[config.mk]
export PLATFORM = sky130hd
export DESIGN_NAME = int_vector_responder
export DESIGN_NICKNAME = d
export VERILOG_FILES = /design/src/rtl/int_vector_responder.sv
export SDC_FILE = /design/constraint.sdc
export NUM_CORES = 1
export LEC_CHECK = 0
export CAP_MARGIN = 0
export CORE_UTILIZATION = 52
export CTS_BUF_LIST = sky130_fd_sc_hd__clkbuf_16
export DETAILED_ROUTE_END_ITERATION = 10
export PLACE_DENSITY = 0.92
export REMOVE_ABC_BUFFERS = 1
export SLEW_MARGIN = 0
export SYNTH_ARGS = -nofsm -noshare
export SYNTH_HDL_FRONTEND = slang
export SYNTH_SLANG_ARGS = --single-unit
export TNS_END_PERCENT = 1
[constraint.sdc]
create_clock -name clk28 -period 2.8 [get_ports clk28]
set_input_delay 0.56 -clock clk28 [delete_from_list [all_inputs] [get_ports clk28]]
set_output_delay 0.56 -clock clk28 [all_outputs]
set_load 0.02 [all_outputs]
[src/rtl/int_vector_responder.sv]
// rtl/int_vector_responder.sv - IM2 interrupt request/acknowledge/RETI responder
//
// Latches one-cycle interrupt strobes, pulls the CPU INT line for a bounded
// number of CPU clock ticks, answers the IM2 acknowledge with a per-source
// vector and holds that source in service until a RETI opcode fetch.
//
// Ports:
//   clk28                 system clock, all logic on its rising edge
//   rst                   synchronous active-high reset
//   clkcpu_ck             one-clk28 pulse per CPU clock rising edge
//   bus_m1/iorq/mreq/rd   CPU cycle qualifiers (active-high)
//   bus_d                 CPU data bus, snooped for ED 4D
//   irq_strobe            per-source request pulses
//   irq_mask              per-source enable
//   n_int                 CPU interrupt request, active-low
//   vector, vector_oe     vector byte and its bus drive enable
//   in_service            one-hot source currently being serviced
module int_vector_responder #(
  parameter int          NSRC        = 4,
  parameter logic [7:0]  VECTOR_BASE = 8'hF0,
  parameter int          INT_LEN     = 32
) (
  input  logic            clk28,
  input  logic            rst,
  input  logic            clkcpu_ck,
  input  logic            bus_m1,
  input  logic            bus_iorq,
  input  logic            bus_mreq,
  input  logic            bus_rd,
  input  logic [7:0]      bus_d,
  input  logic [NSRC-1:0] irq_strobe,
  input  logic [NSRC-1:0] irq_mask,
  output logic            n_int,
  output logic [7:0]      vector,
  output logic            vector_oe,
  output logic [NSRC-1:0] in_service
);

  typedef enum logic [2:0] {
    S_IDLE,
    S_ASSERT,
    S_ACK,
    S_SERVICE,
    S_GAP
  } state_t;

  localparam logic [5:0] CNT_LAST = 6'(INT_LEN - 1);

  state_t          state, state_nx;
  logic [NSRC-1:0] pending, pending_nx, pending_clr;
  logic [NSRC-1:0] req, win_oh;
  logic [1:0]      win_idx;
  logic [5:0]      cnt, cnt_nx;
  logic            n_int_nx, vector_oe_nx;
  logic [7:0]      vector_nx;
  logic [NSRC-1:0] in_service_nx;

  logic            ack_cyc, ack_d, ack_rise;
  logic            fetch, fetch_d, fetch_done;
  logic [7:0]      d_reg;
  logic            ed_seen;
  logic            reti;
  logic            tick_last;

  assign req      = pending & irq_mask;
  // Isolate the lowest set bit: lowest index has priority.
  assign win_oh   = req & (~req + NSRC'(1));

  always_comb begin
    win_idx = '0;
    for (int i = NSRC - 1; i >= 0; i--) begin
      if (req[i]) win_idx = 2'(i);
    end
  end

  assign ack_cyc    = bus_m1 & bus_iorq;
  assign ack_rise   = ack_cyc & ~ack_d;
  assign fetch      = bus_m1 & bus_mreq & bus_rd;
  assign fetch_done = fetch_d & ~fetch;
  // The byte captured during the fetch is judged on the cycle the fetch ends.
  assign reti       = fetch_done & ed_seen & (d_reg == 8'h4D);
  // Transition on the final tick itself so the line changes the next cycle.
  assign tick_last  = clkcpu_ck & (cnt == CNT_LAST);

  always_ff @(posedge clk28) begin
    if (rst) begin
      state      <= S_IDLE;
      pending    <= '0;
      cnt        <= '0;
      n_int      <= 1'b1;
      vector     <= 8'hFF;
      vector_oe  <= 1'b0;
      in_service <= '0;
      ack_d      <= 1'b0;
      fetch_d    <= 1'b0;
      d_reg      <= '0;
      ed_seen    <= 1'b0;
    end else begin
      state      <= state_nx;
      pending    <= pending_nx;
      cnt        <= cnt_nx;
      n_int      <= n_int_nx;
      vector     <= vector_nx;
      vector_oe  <= vector_oe_nx;
      in_service <= in_service_nx;
      ack_d      <= ack_cyc;
      fetch_d    <= fetch;
      if (fetch) d_reg <= bus_d;
      // ED arms, everything else (including the 4D that completes RETI) disarms.
      if (fetch_done) ed_seen <= (d_reg == 8'hED);
    end
  end

  always_comb begin
    state_nx      = state;
    pending_clr   = '0;
    n_int_nx      = n_int;
    vector_nx     = vector;
    vector_oe_nx  = 1'b0;
    in_service_nx = in_service;
    cnt_nx        = (clkcpu_ck && cnt != 6'h3F) ? cnt + 6'd1 : cnt;

    case (state)
      S_IDLE: begin
        n_int_nx = 1'b1;
        if (ack_cyc) begin
          vector_nx    = 8'hFF;
          vector_oe_nx = 1'b1;
        end
        if (|req) begin
          state_nx = S_ASSERT;
          n_int_nx = 1'b0;
          cnt_nx   = '0;
        end
      end
      S_ASSERT: begin
        n_int_nx = 1'b0;
        if (ack_rise && |req) begin
          // Acknowledge beats a coincident final tick.
          state_nx      = S_ACK;
          n_int_nx      = 1'b1;
          pending_clr   = win_oh;
          in_service_nx = win_oh;
          vector_nx     = {VECTOR_BASE[7:3], win_idx, 1'b0};
          vector_oe_nx  = 1'b1;
        end else begin
          // Acknowledge with nothing enabled left to serve answers FF.
          if (ack_cyc) begin
            vector_nx    = 8'hFF;
            vector_oe_nx = 1'b1;
          end
          if (tick_last) begin
            state_nx = S_GAP;
            n_int_nx = 1'b1;
            cnt_nx   = '0;
          end
        end
      end
      S_ACK: begin
        n_int_nx = 1'b1;
        if (ack_cyc) begin
          vector_oe_nx = 1'b1;
        end else begin
          state_nx  = S_SERVICE;
          vector_nx = 8'hFF;
        end
      end
      S_SERVICE: begin
        n_int_nx = 1'b1;
        if (ack_cyc) begin
          vector_nx    = 8'hFF;
          vector_oe_nx = 1'b1;
        end
        if (reti) begin
          state_nx      = S_IDLE;
          in_service_nx = '0;
        end
      end
      S_GAP: begin
        n_int_nx = 1'b1;
        if (ack_cyc) begin
          vector_nx    = 8'hFF;
          vector_oe_nx = 1'b1;
        end
        if (tick_last) state_nx = S_IDLE;
      end
      default: begin
        state_nx = S_IDLE;
        n_int_nx = 1'b1;
      end
    endcase

    // A strobe landing on the same bit as an acknowledge clear keeps it set.
    pending_nx = (pending & ~pending_clr) | irq_strobe;
  end

endmodule

==> results.md, run 1 <==
- WS Path Type: in -> reg
- Fin. max-slew vios: 0
- First-pass DRT Iterations: 7
- Number of top-level pins: 37
- Post-Syn Area: 1588 um^2
- CTS resizes: 0
- PD cells: 588.1 nW/um^2
- FF-to-FF setup slack: 970 ps
- # rows: 19
- Synth Instances: 184
- H-tree Lvls: 2
- WHS: 440.5 ps
- Failing checks: design-rule violations
- Longest Clk Path Bufs: 2
- Hold_buf cts: 0
- Clk_skew: 4.137 ps
- Hold Vio Cnt, Final: 0
- Placed instance count: 247
- RSZ-0062 raised after global routing: false
- Tcrit/Tclk final: 74.76%
- Clk_lat worst skew: 270 ps
- Syn avg cell area: 8.629 um^2
- HP Start: vector[6]
- Primary FF master, synth: dfxtp_1
- Final nets: 247
- Total negative slack: 0 ps
- Core box area: 2829 um^2
- Outcome: finished, violations left
- CP startpoint: bus_m1
- Crit path to: vector[5]
- Post-synthesis register bit count: 38
- Hold Crit Class: reg -> reg
- Wire per inst: 12.91 um
- Data arrival time of the critical path: 2250 ps
- Rel. slew slack: 55.55%
- Tmin final: 2093 ps
- RR Startpoint: state[0]
- Initial antenna violation count: 0
- Root cell of the clock tree: clkbuf_16
- MaxCap Viol Count: 0
- Final Setup Violations: 0
- Hold path depth: 1
- Fillers: 207
- Register area share after synthesis: 47.91%
- Leakage: 0.7634 nW
- Reg2reg path depth: 5
- Setup crit end kind: flip-flop
- Worst-case vdd ir drop: 0.3844 mV
- ANT nets after route: 0
- Wirelength, routed: 3.280 mm
- Finished Layout Cells: 254
- Initial core utilization: 56.13%
- Vias: 1411
- CTS tree: done
- DRC Markers: 4
- Post-synth ARST share: 0%
- Critical Path RT: 2950 ps
- All-layer global routing usage: 21.50%
- Critical path fanouts, max: 8
- TritonCTS Buffers: 5
- Largest net degree at the start of global routing: 22
- Drt via density: 5.555
- Post-route cell area: 2096 um^2
- Die height: 57.26 um
- Post-CTS Setup Bufs: 0
- Yosys warns: 0
- Final HPWL DP: 2.216 mm
- Post-synth EDFFs: 0
- Die width: 57.26 um
- IO buf count: 36
- FF-to-FF End: pending[2]
- Worst-path clk slew: 50 ps
- Layout cells sized above 1: 6.726%
- Overflow after GRT: 0
- GPL Wtd Cong: 0.7879
- Drt first-iter violations: 89
- Post-placement cell area: 1961 um^2
- Setup crit start kind: primary input
- ANT cells: 0
- Max Freq: 477.7 MHz
- Synth cell types: 41
- P&R area growth vs syn: 31.99%
- Least-Margin Pin Slew: 664.6 ps
- Global-route wire length before repair: 5.457 mm
- Die area: 3278 um^2
- Clock sinks: 38
- Vias in the first global route: 1258
==> how the worst min path moves through the flow <==
stage                     slack (ps)         to
final                            440  vector[6]
after global routing             470  vector[6]
after CTS                        450  vector[7]
after detailed placement         430  vector[7]
after global placement           430  vector[5]
after floorplan                  430   d_reg[1]
==> power by group <==
part | internal (W) | total, W | switching [W]
sequential | 0.000560 | 0.000578 | 0.0000175
clock | 0.000321 | 0.000512 | 0.000192
combinational | 0.0000717 | 0.000143 | 0.0000709
==> stage by stage <==
step | util, % | total power, W | setup slack, ps
floorplan | - | 0.0006603 | 1149
global placement | 69.31 | 0.0007252 | 520.7
detailed placement | 69.31 | 0.0007288 | 469.6
CTS | 74.08 | 0.001240 | 715.9
global route | 74.08 | 0.001285 | 568.2
finish | 74.08 | 0.001232 | 706.6
==> area by class of cell <==
class,instances,area [um^2],share of cell area [%]
multi-input combinational,139,782.0,37.31
sequential,38,760.7,36.30
timing repair buffer,38,375.4,17.91
clock buffer,5,125.1,5.970
tap,31,38.79,1.851
clock inverter,2,10.01,0.4776
inverter,1,3.754,0.1791
==> layer usage <==
metal / track usage [%] / part of all wire [%] / wire [um] / vias up
met5: 0 / 0 / 0 / -
met4: 5.226 / 0.49 / 16 / 0
met3: 6.576 / 4.5 / 147 / 3
met2: 35.63 / 47 / 1536 / 31
met1: 27.56 / 48 / 1580 / 647
li1: - / - / - / 730
==> critical path: stages <==
cell and delay, ps:
clkdlybuf4s50_1 520, nand2_1 210, and3b_1 250, o31a_2 370, or3_1 320
==> placed cells by master (no fill, tap or decap), types with 4 or more instances in the layout <==
master	instances
nor3_1	5
nand2b_1	5
o21ai_0	6
a21oi_1	18
nand3_1	4
nor2_1	21
or3_1	4
nand4_1	4
clkdlybuf4s50_1	36
dfxtp_1	38
nand2_1	34
clkbuf_16	5
==> logic make-up after synthesis <==
kind of cell / after synthesis / synth area share, %
AO/OA/AOI/OAI: 40 / 15.21
XOR/XNOR: 4 / 2.207
adder cells (fa/ha/maj): 1 / 0.7879
buffers and inverters: 7 / 2.837
flip-flops: 38 / 47.91
multiplexers: 1 / 0.6304
AND/OR/NAND/NOR: 93 / 30.42
==> cell usage after synthesis (all sizes together) (2+ instances only) <==
library cell	n	share of area, %
a22oi	3	1.4
a211oi	2	0.95
dfxtp	38	48
o21ai	6	1.9
a21oi	18	5.7
nand3	4	1.3
xor2	3	1.7
nand4b	3	1.7
nand2b	5	2.0
nand4	4	1.6
and3	3	1.2
nor2	21	5.0
buf	3	1.9
nor3	6	2.6
nand2	34	8.0
and3b	2	1.2
a31oi	3	1.2
clkbuf	3	0.71
or3	4	1.6
No activity file was read; power rests on OpenSTA's default activity.
==> run 2, diff against run 1 <==
--- a/config.mk
+++ b/config.mk
@@ -6,10 +6,10 @@
 export NUM_CORES = 1
 export LEC_CHECK = 0
 export CAP_MARGIN = 0
-export CORE_UTILIZATION = 52
+export CORE_UTILIZATION = 49
 export CTS_BUF_LIST = sky130_fd_sc_hd__clkbuf_16
 export DETAILED_ROUTE_END_ITERATION = 10
-export PLACE_DENSITY = 0.92
+export PLACE_DENSITY = 0.88
 export REMOVE_ABC_BUFFERS = 1
 export SLEW_MARGIN = 0
 export SYNTH_ARGS = -nofsm -noshare
==> constraint.sdc (replaced) <==
create_clock -name clk28 -period 2.1 [get_ports clk28]
set_input_delay 0.42 -clock clk28 [delete_from_list [all_inputs] [get_ports clk28]]
set_output_delay 0.42 -clock clk28 [all_outputs]
set_load 0.02 [all_outputs]
==> run 2 against run 1 <==
Highest routed layer unchanged. Register-to-register slack got worse by 480 ps. Largest cell class unchanged. Setup slack got worse by 420 ps. The flow now finishes without violations. Largest power group unchanged. Final area rose by 3.7%. Flip-flop and latch count did not move. Global-route usage fell by 0.58 points. Critical endpoint is now cnt[4]. Combinational power rose by 47%. Via count rose by 2.1%.
==> results.md, run 2 (synthesis results as in run 1) <==
- Design internal power: 0.001275 W (was 0.0009523 W)
- Clk_lat worst skew: 270 ps (about the same)
- Hold_buf cts: 0 (unchanged)
- MaxCap Viol Count: 0 (unchanged)
- Data arrival time of the critical path: 2010 ps (was 2250 ps)
- Post-placement cell area: 2044 um^2 (was 1961 um^2)
- Initial antenna violation count: 0 (unchanged)
- Post-route cell area: 2173 um^2 (was 2096 um^2)
- Wire per inst: 12.06 um (was 12.91 um)
- RSZ-0062 raised after global routing: false (unchanged)
- Hold Crit Class: reg -> reg (unchanged)
- WS Path Type: in -> reg (unchanged)
- CTS tree: done (unchanged)
- Hold Vio Cnt, Final: 0 (unchanged)
- # rows: 20 (was 19)
- Outcome: finished, final reports clean (was finished, violations left)
- Die area: 3472 um^2 (was 3278 um^2)
- Rel. slew slack: 62.40% (was 55.55%)
- Commonest non-fill, non-tap cell in the layout: dfxtp_1 (unchanged)
- Global-route wire length before repair: 5.354 mm (was 5.457 mm)
- Root cell of the clock tree: clkbuf_16 (unchanged)
- Longest Clk Path Bufs: 2 (unchanged)
- Least-Margin Pin Slew: 562.3 ps (was 664.6 ps)
- Final HPWL DP: 2.359 mm (was 2.216 mm)
- Drt via density: 5.240 (was 5.555)
- Fillers: 246 (was 207)
- Sequential Power Share: 46.6% (was 46.9%)
- Max Freq: 551.0 MHz
- Final nets: 256 (was 247)
- FF-to-FF setup slack: 490 ps (was 970 ps)
- PD cells: 753.0 nW/um^2 (was 588.1 nW/um^2)
- GPL Wtd Cong: 0.8149 (was 0.7879)
- Tcrit/Tclk final: 86.42%
- Final Setup Violations: 0 (unchanged)
- Post-CTS Setup Bufs: 0 (unchanged)
- Comb pwr share: 12.8% (was 11.6%)
- First-pass DRT Iterations: 4 (was 7)
- Initial core utilization: 52.01% (was 56.13%)
- Total power: 0.001636 W (was 0.001232 W)
- Switching part of the total: 22.10% (was 22.73%)
- Most frequent cells in the layout: dfxtp_1 (38), clkdlybuf4s50_1 (36), nand2_1 (34) (unchanged)
- Setup crit start kind: primary input (unchanged)
- Wirelength, routed: 3.316 mm (was 3.280 mm)
- Layout cells sized above 1: 9.524% (was 6.726%)
- TritonCTS Buffers: 5 (unchanged)
- Clock sinks: 38 (unchanged)
- Die width: 58.93 um (was 57.26 um)
- Clock power share: 40.5% (was 41.6%)
- WHS: 436.8 ps (was 440.5 ps)
- Placed instance count: 269 (was 247)
- Critical path fanouts, max: 6 (was 8)
- ANT nets after route: 0 (unchanged)
- Vias in the first global route: 1293 (was 1258)
- Clk_skew: 2.590 ps (was 4.137 ps)
- Leakage: 0.8016 nW (was 0.7634 nW)
- ANT cells: 0 (unchanged)
- Setup crit end kind: flip-flop (unchanged)
- Largest net degree at the start of global routing: 18 (was 22)
- CTS resizes: 0 (unchanged)
- All-layer global routing usage: 20.92% (was 21.50%)
- Finished Layout Cells: 275 (was 254)
- IO buf count: 36 (unchanged)
- Die height: 58.93 um (was 57.26 um)
- DRC Markers: 0 (was 4)
- Number of top-level pins: 37 (unchanged)
- Tmin final: 1815 ps
- Core box area: 3053 um^2 (was 2829 um^2)
- Net Sw Power: 0.0003617 W (was 0.0002801 W)
- Overflow after GRT: 0 (unchanged)
- Worst-case vdd ir drop: 0.4581 mV (was 0.3844 mV)
- Drt first-iter violations: 67 (was 89)
- Vias: 1441 (was 1411)
- Fin. max-slew vios: 0 (unchanged)
- Total negative slack: 0 ps (unchanged)
- Worst-path clk slew: 50 ps (about the same)
- P&R area growth vs syn: 36.88% (was 31.99%)
- Critical Path RT: 2300 ps (was 2950 ps)
- H-tree Lvls: 2 (unchanged)
## run 2: changes by cell type in the layout (fill, tap and decap cells not counted)
cell and change:
buf_4 +9, clkinv_2 -2, clkinv_1 +1
## run 2: final timing paths
kind / cells after the start / to / startpoint
max: 6 / cnt[4] / irq_mask[0]
min: 1 / vector[7] / vector[7]
max reg2reg: 6 / cnt[1] / cnt[0]
min reg2reg: 1 / vector[7] / vector[7]
## run 2: power groups by stage
stage | logic (W) | clock network, W | registers (W)
2_1_floorplan | 0.0000942 | 0 | 0.000786
3_3_place_gp | 0.000205 | 0 | 0.000776
3_5_place_dp | 0.000209 | 0 | 0.000778
4_1_cts | 0.000210 | 0.000686 | 0.000763
5_1_grt | 0.000230 | 0.000722 | 0.000766
6_report | 0.000210 | 0.000663 | 0.000763
## run 2: stage by stage
stage / util [%] / setup slack [ps]
finish: 71.19 / 285.2
global route: 71.19 / 150.0
CTS: 71.19 / 281.1
detailed placement: 66.97 / 1.385
global placement: 66.97 / 33.43
floorplan: - / 537.8
## run 2: per-layer routing
layer | wire length, um | vias to the layer above | track usage (%)
met2 | 1557 | 40 | 32.79
met4 | 62 | 0 | 11.90
met5 | 0 | - | 0
li1 | - | 746 | -
met1 | 1501 | 651 | 24.34
met3 | 194 | 4 | 8.132
## run 2: layout make-up
type	count	area [um^2]	area share (%)
multi-input cells	139	782.0	35.98
flip-flops and latches	38	760.7	35.00
repair buffers	47	442.9	20.38
clock buffers	5	125.1	5.757
well taps	44	55.05	2.533
clock inverters	1	3.754	0.1727
inverters	1	3.754	0.1727
## run 2: critical path, cell delays in order
cell and delay [ps]:
clkdlybuf4s50_1 500, a22oi_1 140, a211oi_1 390, o21ai_0 140
a21o_1 260, nor3_1 170
